$ cat config.mk
export PLATFORM = sky130hd
export DESIGN_NAME = fifo_stream_reader_flat
export DESIGN_NICKNAME = d
export VERILOG_FILES = /design/src/rtl/fifo_stream_reader_if.sv /design/src/rtl/fifo_stream_reader.sv /design/src/flat_wrapper.sv
export SDC_FILE = /design/constraint.sdc
export NUM_CORES = 1
export LEC_CHECK = 0
export BUFFER_PORTS_ARGS = -buffer_cell sky130_fd_sc_hd__buf_4
export CORE_MARGIN = 5
export CORE_UTILIZATION = 36
export CTS_CLUSTER_DIAMETER = 150
export DETAILED_ROUTE_END_ITERATION = 10
export PLACE_DENSITY = 0.54
export SLEW_MARGIN = 20
export SYNTH_ARGS = -nofsm -noshare
export SYNTH_HDL_FRONTEND = slang
export SYNTH_SLANG_ARGS = --single-unit
$ cat constraint.sdc
create_clock -name clk -period 2.4 [get_ports clk]
set_clock_uncertainty 0.2 [all_clocks]
set_input_delay 0.24 -clock clk [delete_from_list [all_inputs] [get_ports clk]]
set_output_delay 0.24 -clock clk [all_outputs]
set_load 0.01 [all_outputs]
$ cat src/rtl/fifo_stream_reader_if.sv
// FIFO read port plus outgoing valid/ready stream, as seen by the drain stage.
interface fifo_stream_reader_if #(
  parameter int WIDTH = 8
);
  logic             fifo_empty;
  logic [WIDTH-1:0] fifo_rd_data;
  logic             fifo_rd_enb;
  logic             m_valid;
  logic             m_ready;
  logic [WIDTH-1:0] m_data;
  logic             m_last;

  modport master (
    input  fifo_empty, fifo_rd_data, m_ready,
    output fifo_rd_enb, m_valid, m_data, m_last
  );

  modport slave (
    output fifo_empty, fifo_rd_data, m_ready,
    input  fifo_rd_enb, m_valid, m_data, m_last
  );
endinterface

$ cat src/rtl/fifo_stream_reader.sv
// Drains a 1-cycle-latency FIFO read port into a framed valid/ready stream,
// using a 3-entry skid buffer so backpressure never costs throughput.
module fifo_stream_reader #(
  parameter int WIDTH   = 8,
  parameter int PKT_LEN = 4,
  parameter int CNT_W   = 16
) (
  input  logic                 clk,
  input  logic                 rstn,
  input  logic                 enable,
  fifo_stream_reader_if.master bus,
  output logic [CNT_W-1:0]     pkt_cnt,
  output logic                 idle
);
  localparam int BW = (PKT_LEN > 1) ? $clog2(PKT_LEN) : 1;

  logic [2:0][WIDTH-1:0] buf_q;
  logic [1:0]            rd_ptr, wr_ptr, buf_cnt;
  logic                  inflight;
  logic [BW-1:0]         beat_cnt;
  logic                  rd_issue, push, pop, last_beat;

  function automatic logic [1:0] nxt(input logic [1:0] p);
    return (p == 2'd2) ? 2'd0 : p + 2'd1;
  endfunction

  // Reserve a slot for every read in flight so a landing beat always fits.
  assign rd_issue  = rstn & enable & ~bus.fifo_empty &
                     (({1'b0, buf_cnt} + {2'b00, inflight}) < 3'd3);
  assign push      = inflight;
  assign pop       = bus.m_valid & bus.m_ready;
  assign last_beat = (beat_cnt == BW'(PKT_LEN - 1));

  assign bus.fifo_rd_enb = rd_issue;
  assign bus.m_valid     = (buf_cnt != 2'd0);
  assign bus.m_data      = buf_q[rd_ptr];
  assign bus.m_last      = bus.m_valid & last_beat;
  assign idle            = ~inflight & (buf_cnt == 2'd0);

  always_ff @(posedge clk or negedge rstn) begin
    if (!rstn) begin
      buf_q    <= '0;
      rd_ptr   <= '0;
      wr_ptr   <= '0;
      buf_cnt  <= '0;
      inflight <= 1'b0;
      beat_cnt <= '0;
      pkt_cnt  <= '0;
    end else begin
      inflight <= rd_issue;
      if (push) begin
        buf_q[wr_ptr] <= bus.fifo_rd_data;
        wr_ptr        <= nxt(wr_ptr);
      end
      if (pop) rd_ptr <= nxt(rd_ptr);
      case ({push, pop})
        2'b10:   buf_cnt <= buf_cnt + 2'd1;
        2'b01:   buf_cnt <= buf_cnt - 2'd1;
        default: buf_cnt <= buf_cnt;
      endcase
      // Framing survives enable toggles; only reset realigns it.
      if (pop) begin
        beat_cnt <= last_beat ? '0 : beat_cnt + BW'(1);
        if (last_beat) pkt_cnt <= pkt_cnt + CNT_W'(1);
      end
    end
  end
endmodule

$ cat src/flat_wrapper.sv
// flat-port wrapper written by rule: the top's interface ports become plain ports
module fifo_stream_reader_flat 
#(
  parameter int WIDTH   = 8,
  parameter int PKT_LEN = 4,
  parameter int CNT_W   = 16
)
  (clk, rstn, enable, pkt_cnt, idle, bus_fifo_empty, bus_fifo_rd_data, bus_m_ready, bus_fifo_rd_enb, bus_m_valid, bus_m_data, bus_m_last);
  fifo_stream_reader_if #(.WIDTH(WIDTH)) bus_i ();
  input  logic clk;
  input  logic rstn;
  input  logic enable;
  output logic [CNT_W-1:0] pkt_cnt;
  output logic idle;
  input wire logic [$bits(bus_i.fifo_empty)-1:0] bus_fifo_empty;
  input wire logic [$bits(bus_i.fifo_rd_data)-1:0] bus_fifo_rd_data;
  input wire logic [$bits(bus_i.m_ready)-1:0] bus_m_ready;
  output wire logic [$bits(bus_i.fifo_rd_enb)-1:0] bus_fifo_rd_enb;
  output wire logic [$bits(bus_i.m_valid)-1:0] bus_m_valid;
  output wire logic [$bits(bus_i.m_data)-1:0] bus_m_data;
  output wire logic [$bits(bus_i.m_last)-1:0] bus_m_last;
  assign bus_i.fifo_empty = bus_fifo_empty;
  assign bus_i.fifo_rd_data = bus_fifo_rd_data;
  assign bus_i.m_ready = bus_m_ready;
  assign bus_fifo_rd_enb = bus_i.fifo_rd_enb;
  assign bus_m_valid = bus_i.m_valid;
  assign bus_m_data = bus_i.m_data;
  assign bus_m_last = bus_i.m_last;
  fifo_stream_reader #(.WIDTH(WIDTH), .PKT_LEN(PKT_LEN), .CNT_W(CNT_W)) u_core (.clk(clk), .rstn(rstn), .enable(enable), .bus(bus_i), .pkt_cnt(pkt_cnt), .idle(idle));
endmodule
; ---- Yosys cells after proc, flatten, opt, wreduce, memory -nomap -nowiden
; Cells that the tools add are included.
; Widths: inputs -> output; s select.
[classes]
shift = 0
div_mod_pow = 0
n_reduce_logical = 5
n_mux = 9
order_cmp = 4
multipliers = 0
n_bitwise = 8
n_eq_ne = 5
add_sub_neg = 7
[ops]
columns = cell, count
row1 = $bwmux 24, 1
row2 = $add 16x1->16 const B, 1
row3 = $bmux 8 s2, 1
row4 = $demux 8 s2, 1
row5 = $mux 8, 2
row6 = $add 2x1->2 const B, 4
row7 = $eq 2x2->1 const B, 4
row8 = $and 1x1->1, 6
row9 = $lt 2x3->1 const B, 2
row10 = $mux 2, 3
row11 = $pmux 2 s2, 1
row12 = $reduce_bool 2->1, 2
row13 = $add 2x1->3, 1
row14 = $lt 3x2->1 const B, 1
row15 = $eq 2x1->1 const B, 1
row16 = $ge 2x1->1 const B, 1
row17 = $logic_not 2->1, 1
row18 = $not 1->1, 2
row19 = $reduce_and 2->1, 1
row20 = $sub 2x1->2 const B, 1
row21 = $logic_and 1x1->1, 1
[totals]
mem_bits_rw = 0
out_inout_bits = 28
inputBits = 13
memories = 0
ff_bits = 49
romBits = 0
latch_bits = 0

; ---- Depth between registers and ports, before layout
; Gate-level depths: netlist (run 1).
[logic_depth]
depth_word = 5
depth_mapped = 8
mapped_depth_nobuf = 7

; ---- Least setup slack after synthesis (run 1)
; No wires, ideal clock.
[synth_timing]
path_kind = register to output
from = register u_core.inflight
to = output port bus_fifo_rd_enb
required_ps = 1960
stages_incl_launch_ff = 4
path_buffers = 0
t_arrival_ps = 1650
slack_ps = 310
cell_sequence = dfrtp_1 ha_1 ha_1 a2111oi_0
[synth_between]
elab_chain_cells = 3
[synth_lines]
columns = element, line
row1 = "start, declared", fifo_stream_reader.sv:19  ; logic inflight;
row2 = "start signal, assigned", fifo_stream_reader.sv:50  ; inflight <= rd_issue;
row3 = $add 2x1->3, fifo_stream_reader.sv:29  ; (({1'b0, buf_cnt} + {2'b00, inflight}) < 3'd3);
row4 = $lt 3x2->1, fifo_stream_reader.sv:29
row5 = $and 1x1->1, fifo_stream_reader.sv:28  ; assign rd_issue = rstn & enable & ~bus.fifo_empty &
row6 = "end, declared", flat_wrapper.sv:18  ; output wire logic [$bits(bus_i.fifo_rd_enb)-1:0] bus_fifo_rd_enb;
; No other way between the ends.

; ---- Worst setup path in the final report (run 1)
[layout_timing]
from = register u_core.buf_cnt[0]
to = output port bus_fifo_rd_enb
[layout_between]
elab_chain_cells = 3
[layout_lines]
columns = element, line
row1 = "start, declared", fifo_stream_reader.sv:18  ; logic [1:0] rd_ptr, wr_ptr, buf_cnt;
row2 = "start signal, assigned", fifo_stream_reader.sv:57  ; 2'b10: buf_cnt <= buf_cnt + 2'd1;
row3 = "start signal, assigned", fifo_stream_reader.sv:58  ; 2'b01: buf_cnt <= buf_cnt - 2'd1;
row4 = "start signal, assigned", fifo_stream_reader.sv:59  ; default: buf_cnt <= buf_cnt;
row5 = $add 2x1->3, fifo_stream_reader.sv:29
row6 = $lt 3x2->1, fifo_stream_reader.sv:29
row7 = $and 1x1->1, fifo_stream_reader.sv:28
; No other way between the ends.

==> summary.md, run 1 <==
| Metric | Value |
|---|---|
| Initial core utilization | `approximately 38%` |
| Final wirelength | `~4.4 mm` |
| Synth top area share | `a little over half` |
| Distinct cells, synth | `35` |
| Met1 usage | `around 16%` |
| Port Buffers | `40` |
| Most frequent cells in the layout | `dfrtp_1 (49), buf_4 (44), nand2_1 (19)` |
| Antenna Nets Post-Route | `0` |
| CTS tree | `done` |
| Post-place setup slack | `approximately 0.32 ns` |
| Post-Syn Instances | `181` |
| Sink Count | `49` |
| #FFs+latches synth | `49` |
| Syn_nets | `~200` |
| Most common cell after layout, fill and taps aside | `dfrtp_1` |
| GRT Total Usage | `between 10% and 20%` |
| Simple-Gate Fraction of Synth Area | `between 10% and 20%` |
| Initial antenna violation count | `0` |
| Number of global-route vias before repair | `1511` |
| DR vias/cell | `4.72` |
| Setup CP Type | `flop to output pin` |
| Post-detail-place hpwl | `3.01 mm` |
| Peak VDD IR | `approximately 490 uV` |
| Run status | `finished clean` |
| Worst-path cell chain | `ha_1, ha_1, a2111oi_2, buf_4` |
| Number of max-cap violations | `0` |
| Fin crit period | `between 2 and 2.5 ns` |
| Sequential area share after synthesis | `between 50% and 60%` |
| Maximum clock path buffer count | `2` |
| Pleak | `between 1 and 1.5 nW` |
| Full die area | `~8000 um2` |
| GR Overflow Total | `0` |
| Yosys warnings | `0` |
| Power Dens Cells | `roughly 1100 nW/um2` |
| RSZ-0062 raised after global routing | `no` |
| Leading post-synthesis cells by cell area | `dfrtp_1 (54%), mux2_4 (5.3%), mux2_2 (5.0%)` |
| Mux share of post-synthesis cell area | `around 18%` |
| TNS Setup | `0 ns` |
| Count of final hold-check violations | `0` |
| DRT Pass-1 Iters | `4` |
| # rows | `28` |
| CORE AREA | `approximately 6000 um2` |
| Crit path DAT | `roughly 1.8 ns` |
| CP max stage delay | `approximately 0.44 ns` |
| Post-synthesis adder-cell area fraction | `under 10%` |
| Via count | `between 1000 and 1500` |
| Min-delay worst type | `primary input to flop` |
| Avg Inst Size Synth | `between 10 and 15 um2` |
| Complex-gate fraction of the synthesized area | `under 10%` |
| Share of cells above drive strength 1 | `around 33%` |
| Mean routed wirelength per cell | `about 14 um` |
| Cell taking the most area after synthesis | `dfrtp_1` |
| DRC errors left | `0` |
| Measured slew at the worst slew-check pin | `0.641 ns` |
| Largest net degree at the start of global routing | `50` |
| Post-route cell area | `between 2000 and 3000 um2` |
| Clk slew on worst S/H paths | `~0.09 ns` |
| Relative slew margins | `a little under three fifths` |
| Worst path bufs/invs | `1` |
| CTS Buf Count | `5` |
| Final worst slack | `~0.16 ns` |
| Initial DRC count | `37` |
| Worst Path Required | `between 1.5 and 2 ns` |
| First-pass GRT wire length | `around 7.3 mm` |
| Nets@finish | `roughly 260` |
| Met2 usage | `a little under a fifth` |
| Crit path capture type | `output pin` |
| Most Used Layer, Global Route | `met2` |
| Die W | `a little under 90 um` |
| CP dominant cell by count | `ha_1` |
| XOR/XNOR Fraction of Synth Area | `between 6 and 7%` |
| Final setup vio count | `0` |
| Routability cong. | `about 0.67` |
| Worst-skew pair later-pin latency | `roughly 0.3 ns` |
| Io pins | `between 40 and 50` |
| Met3 Use GR | `3.23%` |
| Crit-path max FO | `5` |
| Diodes inserted | `0` |
| Root Driver | `clkbuf_8` |
| Cell Area, Placed | `between 2000 and 3000 um2` |
| Startpoint types | `flop` |
| Max Freq | `between 400 and 500 MHz` |
| CP max stage cell | `dfrtp_1` |
| Fin. max-slew vios | `0` |
| Chip Height | `approximately 89 um` |
| Largest family of logic cells by synthesized area | `multiplexers` |
| H-tree Lvls | `2` |
| Post-CTS Setup Bufs | `0` |
| Synth-to-Final Area Change | `28.2%` |
| Syn Std Cell Area | `between 2000 and 2500 um2` |
| CP top delay family | `adder cells` |
| Final period util | `about 93%` |
-- kinds of logic (layout without fill, tap and decap cells) --
family | count (synthesis) | in the layout
adder cells (fa/ha/maj) | 5 | 5
multiplexers | 34 | 34
flip-flops | 49 | 49
XOR/XNOR | 18 | 18
buffers and inverters | 10 | 67
AO/OA/AOI/OAI | 14 | 14
AND/OR/NAND/NOR | 51 | 51
-- metrics by stage --
step / cells / utilization [%] / hold slack, ns / power, mW
finish: 313 / 48.2 / 0.108 / 3.18
global route: 313 / 48.2 / 0.112 / 3.41
CTS: 313 / 48.1 / 0.101 / 3.22
detailed placement: 294 / 44.0 / 0.226 / 2.50
global placement: 294 / 44.0 / 0.229 / 2.48
floorplan: 181 / - / -0.256 / 2.05
-- layer usage --
metal,routed length [um],part of all wire (%),up-vias
met3,243,5.5,4
met2,1920,43,30
met1,2230,50,700
met5,0,0,-
li1,-,-,743
met4,42,0.95,0
-- worst min-delay path, stage by stage --
cell	delay, ns
buf_4	0.09
nand3_1	0.10
nand2_1	0.09
nand2_1	0.05
-- cell usage after synthesis --
master     number
nor3_4          1
mux2_4          8
buf_6           1
and2_1          2
ha_1            5
nor3_1          4
dfrtp_1        49
and4_1          1
nor2b_1         1
or3_1           1
nor3b_2         1
buf_1           1
xor2_1         10
o211a_1         1
mux2i_1         8
buf_4           1
or2_1           1
xnor2_1         8
nand2_1        19
nand3_1         6
nor4_2          1
inv_1           2
o21ai_0         9
nand4_1         3
mux2_1          8
buf_2           1
nand3_2         1
nor2_1          5
a2111oi_0       1
inv_2           2
and3_1          3
clkbuf_1        2
a21o_1          3
nor3_2          1
mux2_2         10
-- sequential cells by signal, summed over array words and instances (netlist names) --
register	cells
u_core.buf_q	24
u_core.buf_cnt	2
u_core.rd_ptr	2
u_core.beat_cnt	2
u_core.wr_ptr	2
u_core.pkt_cnt	16
u_core.inflight	1
-- cell type report --
class | instances | area (um2)
Inverter | 4 | 15.0
Multi-Input combinational cell | 122 | 995
Tap cell | 75 | 93.8
Clock buffer | 5 | 68.8
Clock inverter | 3 | 65.1
Timing Repair Buffer | 55 | 440
Sequential cell | 49 | 1230
Fill cell | 598 | 3120
-- path summary, 6_finish.rpt --
| path | slack [ns] | from | to | cells after the start |
|---|---|---|---|---|
| max | 0.16 | u_core.buf_cnt[0] | bus_fifo_rd_enb | 4 |
| min | 0.11 | bus_m_ready | u_core.pkt_cnt[1] | 4 |
| max reg2reg | 0.23 | u_core.buf_cnt[0] | u_core.inflight | 4 |
| min reg2reg | 0.27 | u_core.pkt_cnt[15] | u_core.pkt_cnt[15] | 1 |
| max in group asynchronous | 1.15 | rstn | u_core.buf_q[12] | 3 |
| min in group asynchronous | 0.43 | rstn | u_core.rd_ptr[1] | 3 |
-- where the power goes --
part	switching (mW)	internal [mW]
clock	0.284	0.414
sequential	0.218	1.13
combinational	0.484	0.654
total	0.985	2.20
-- what timing repair did --
| item | CTS | global route |
|---|---|---|
| hold endpoints to repair | 74 | 0 |
| resized for setup | 1 | 1 |
| endpoints found under the setup margin | 1 | 1 |
| hold buffers | 11 | 0 |
Note: power is estimated with default switching activity, not from simulation.
==> run 2: changes to the inputs <==
--- a/config.mk
+++ b/config.mk
@@ -6,7 +6,7 @@
 export NUM_CORES = 1
 export LEC_CHECK = 0
 export BUFFER_PORTS_ARGS = -buffer_cell sky130_fd_sc_hd__buf_4
-export CORE_MARGIN = 5
+export CORE_MARGIN = 2
 export CORE_UTILIZATION = 36
 export CTS_CLUSTER_DIAMETER = 150
 export DETAILED_ROUTE_END_ITERATION = 10
==> constraint.sdc (replaced) <==
create_clock -name clk -period 2.4 [get_ports clk]
set_clock_uncertainty 0.2 [all_clocks]
set_input_delay 0.48 -clock clk [delete_from_list [all_inputs] [get_ports clk]]
set_output_delay 0.48 -clock clk [all_outputs]
set_load 0.01 [all_outputs]
==> run 2 against run 1 <==
Compared with the run above:
- design area down 2.2%
- wire length is 0.34% lower
- first-iteration DRC count up 89%
- total power decreased by 0.30%
- sequential power hardly changed
- hold slack hardly changed
- largest cell class unchanged
==> summary.md, run 2 (synthesized netlist as in run 1, its figures left out) <==
| Metric | Value |
|---|---|
| PnR Total Power | `3.17 mW` |
| Startpoint types | `flop` |
| Initial DRC count | `70` |
| Final period util | `between 90% and 100%` |
| First-pass GRT wire length | `roughly 7.4 mm` |
| Chip Height | `between 80 and 90 um` |
| Min-delay worst type | `primary input to async pin` |
| CORE AREA | `5990 um2` |
| Routability cong. | `0.686` |
| Clock power frac | `19.2%` |
| CTS Buf Count | `5` |
| Run status | `finished clean` |
| Most flops, register | `u_core.buf_q` |
| Power Dens Cells | `approximately 1100 nW/um2` |
| Full die area | `slightly below 7000 um2` |
| Final worst slack | `between 0.07 and 0.08 ns` |
| Maximum clock path buffer count | `2` |
| CP max stage cell | `dfrtp_1` |
| Final wirelength | `approximately 4.4 mm` |
| Initial core utilization | `37.8%` |
| Measured slew at the worst slew-check pin | `around 0.64 ns` |
| Setup CP Type | `flop to output pin` |
| Count of final hold-check violations | `0` |
| Pleak | `1.38 nW` |
| Nets@finish | `roughly 250` |
| Relative slew margins | `between 50% and 60%` |
| Die W | `around 83 um` |
| Mean routed wirelength per cell | `around 14 um` |
| Diodes inserted | `0` |
| DR vias/cell | `between 4 and 5` |
| DRC errors left | `0` |
| CTS tree | `done` |
| Largest net degree at the start of global routing | `50` |
| Gate power share | `between 30% and 40%` |
| # fillers | `roughly 560` |
| Fin. max-slew vios | `0` |
| Biggest regs | `u_core.buf_q x24, u_core.pkt_cnt x16` |
| Worst-path cell chain | `ha_2, ha_4, a2111oi_4, buf_4` |
| P_sw | `~1.0 mW` |
| Synth-to-Final Area Change | `25.5%` |
| Peak VDD IR | `between 400 and 500 uV` |
| GRT Total Usage | `a little over an eighth` |
| Sw Ratio | `between 30% and 40%` |
| Final setup vio count | `0` |
| Multi-input logic area | `approximately 1000 um2` |
| Post-detail-place hpwl | `3.04 mm` |
| Crit-path max FO | `2` |
| Register area | `1230 um2` |
| H-tree Lvls | `2` |
| DRT Pass-1 Iters | `4` |
| Largest register FFs | `24` |
| Total internal power | `2.17 mW` |
| RSZ-0062 raised after global routing | `yes` |
| CP max stage delay | `slightly below 0.4 ns` |
| Number of max-cap violations | `0` |
| Fin crit period | `between 2 and 2.5 ns` |
| Root Driver | `clkbuf_8` |
| Io pins | `slightly above 40` |
| Max Freq | `between 400 and 500 MHz` |
| Clk slew on worst S/H paths | `0.10 ns` |
| Antenna Nets Post-Route | `0` |
| Post-CTS Setup Bufs | `0` |
| Port Buffers | `40` |
| # rows | `28` |
| Sink Count | `49` |
| GR Overflow Total | `0` |
| Most frequent cells in the layout | `buf_4 (49), dfrtp_1 (49), nand2_1 (19)` |
| Share of cells above drive strength 1 | `about 36%` |
| Seq pwr share | `about two fifths` |
| Number of global-route vias before repair | `between 1500 and 2000` |
| Crit path DAT | `roughly 1.7 ns` |
| Initial antenna violation count | `0` |
| Worst Path Required | `between 1.5 and 2 ns` |
| Post-place setup slack | `0.0880 ns` |
| Via count | `approximately 1500` |
| Worst-skew pair later-pin latency | `approximately 0.30 ns` |
| Crit path capture type | `output pin` |
run 2: layout make-up:
type / count / share of cell area (%)
flip-flops and latches: 49 / 43.2
multi-input cells: 122 / 36.0
repair buffers: 49 / 12.9
well taps: 75 / 3.30
clock buffers: 7 / 3.04
clock inverters: 1 / 1.06
inverters: 4 / 0.528
run 2: path summary, 6_finish.rpt:
kind,end,start,depth (start not counted),slack (ns)
setup / recovery,bus_fifo_rd_enb,u_core.buf_cnt[0],4,0.07
hold / removal,u_core.buf_q[4],rstn,2,0.11
setup reg to reg,u_core.buf_cnt[1],u_core.buf_cnt[0],7,0.39
hold reg to reg,u_core.pkt_cnt[15],u_core.pkt_cnt[15],1,0.28
max in group asynchronous,u_core.buf_q[6],rstn,2,1.46
min in group clk,u_core.inflight,bus_fifo_empty,2,0.14
run 2: layer usage:
layer	global-route usage (%)	wire [um]
met2	21.8	2090
met5	0	0
met4	3.58	31
met1	16.9	2070
met3	4.08	224
run 2: power by group through the flow:
stage | Clock [mW] | Sequential (mW) | Combinational, mW
global route | 0.667 | 1.37 | 1.36
detailed placement | 0 | 1.34 | 1.21
global placement | 0 | 1.34 | 1.19
finish | 0.610 | 1.33 | 1.23
floorplan | 0 | 1.31 | 0.735
CTS | 0.627 | 1.32 | 1.24
run 2: timing repair:
action	in CTS	in global routing
gates resized for setup	3	2
endpoints found under the setup margin	1	1
hold buffers	0	0
hold endpoints to repair	0	0
pin swaps	1	2
run 2: stage by stage:
stage	std cells	util (%)	cell area [um2]	hold WS (ns)	TNS (ns)
6_report	307	47.4	2840	0.108	0
5_1_grt	307	47.4	2840	0.128	-0.0244
4_1_cts	307	47.2	2830	0.130	0
3_5_place_dp	299	44.9	2690	0.273	0
3_3_place_gp	299	44.9	2690	0.266	0
2_1_floorplan	181	-	2260	-0.0156	0
run 2: worst max-delay path: cells and delay by family (launching register included):
kind / cells / cell delay (ns)
buffers and inverters: 1 / 0.18
adder cells (fa/ha/maj): 2 / 0.44
AO/OA/AOI/OAI: 1 / 0.35
flip-flops: 1 / 0.39
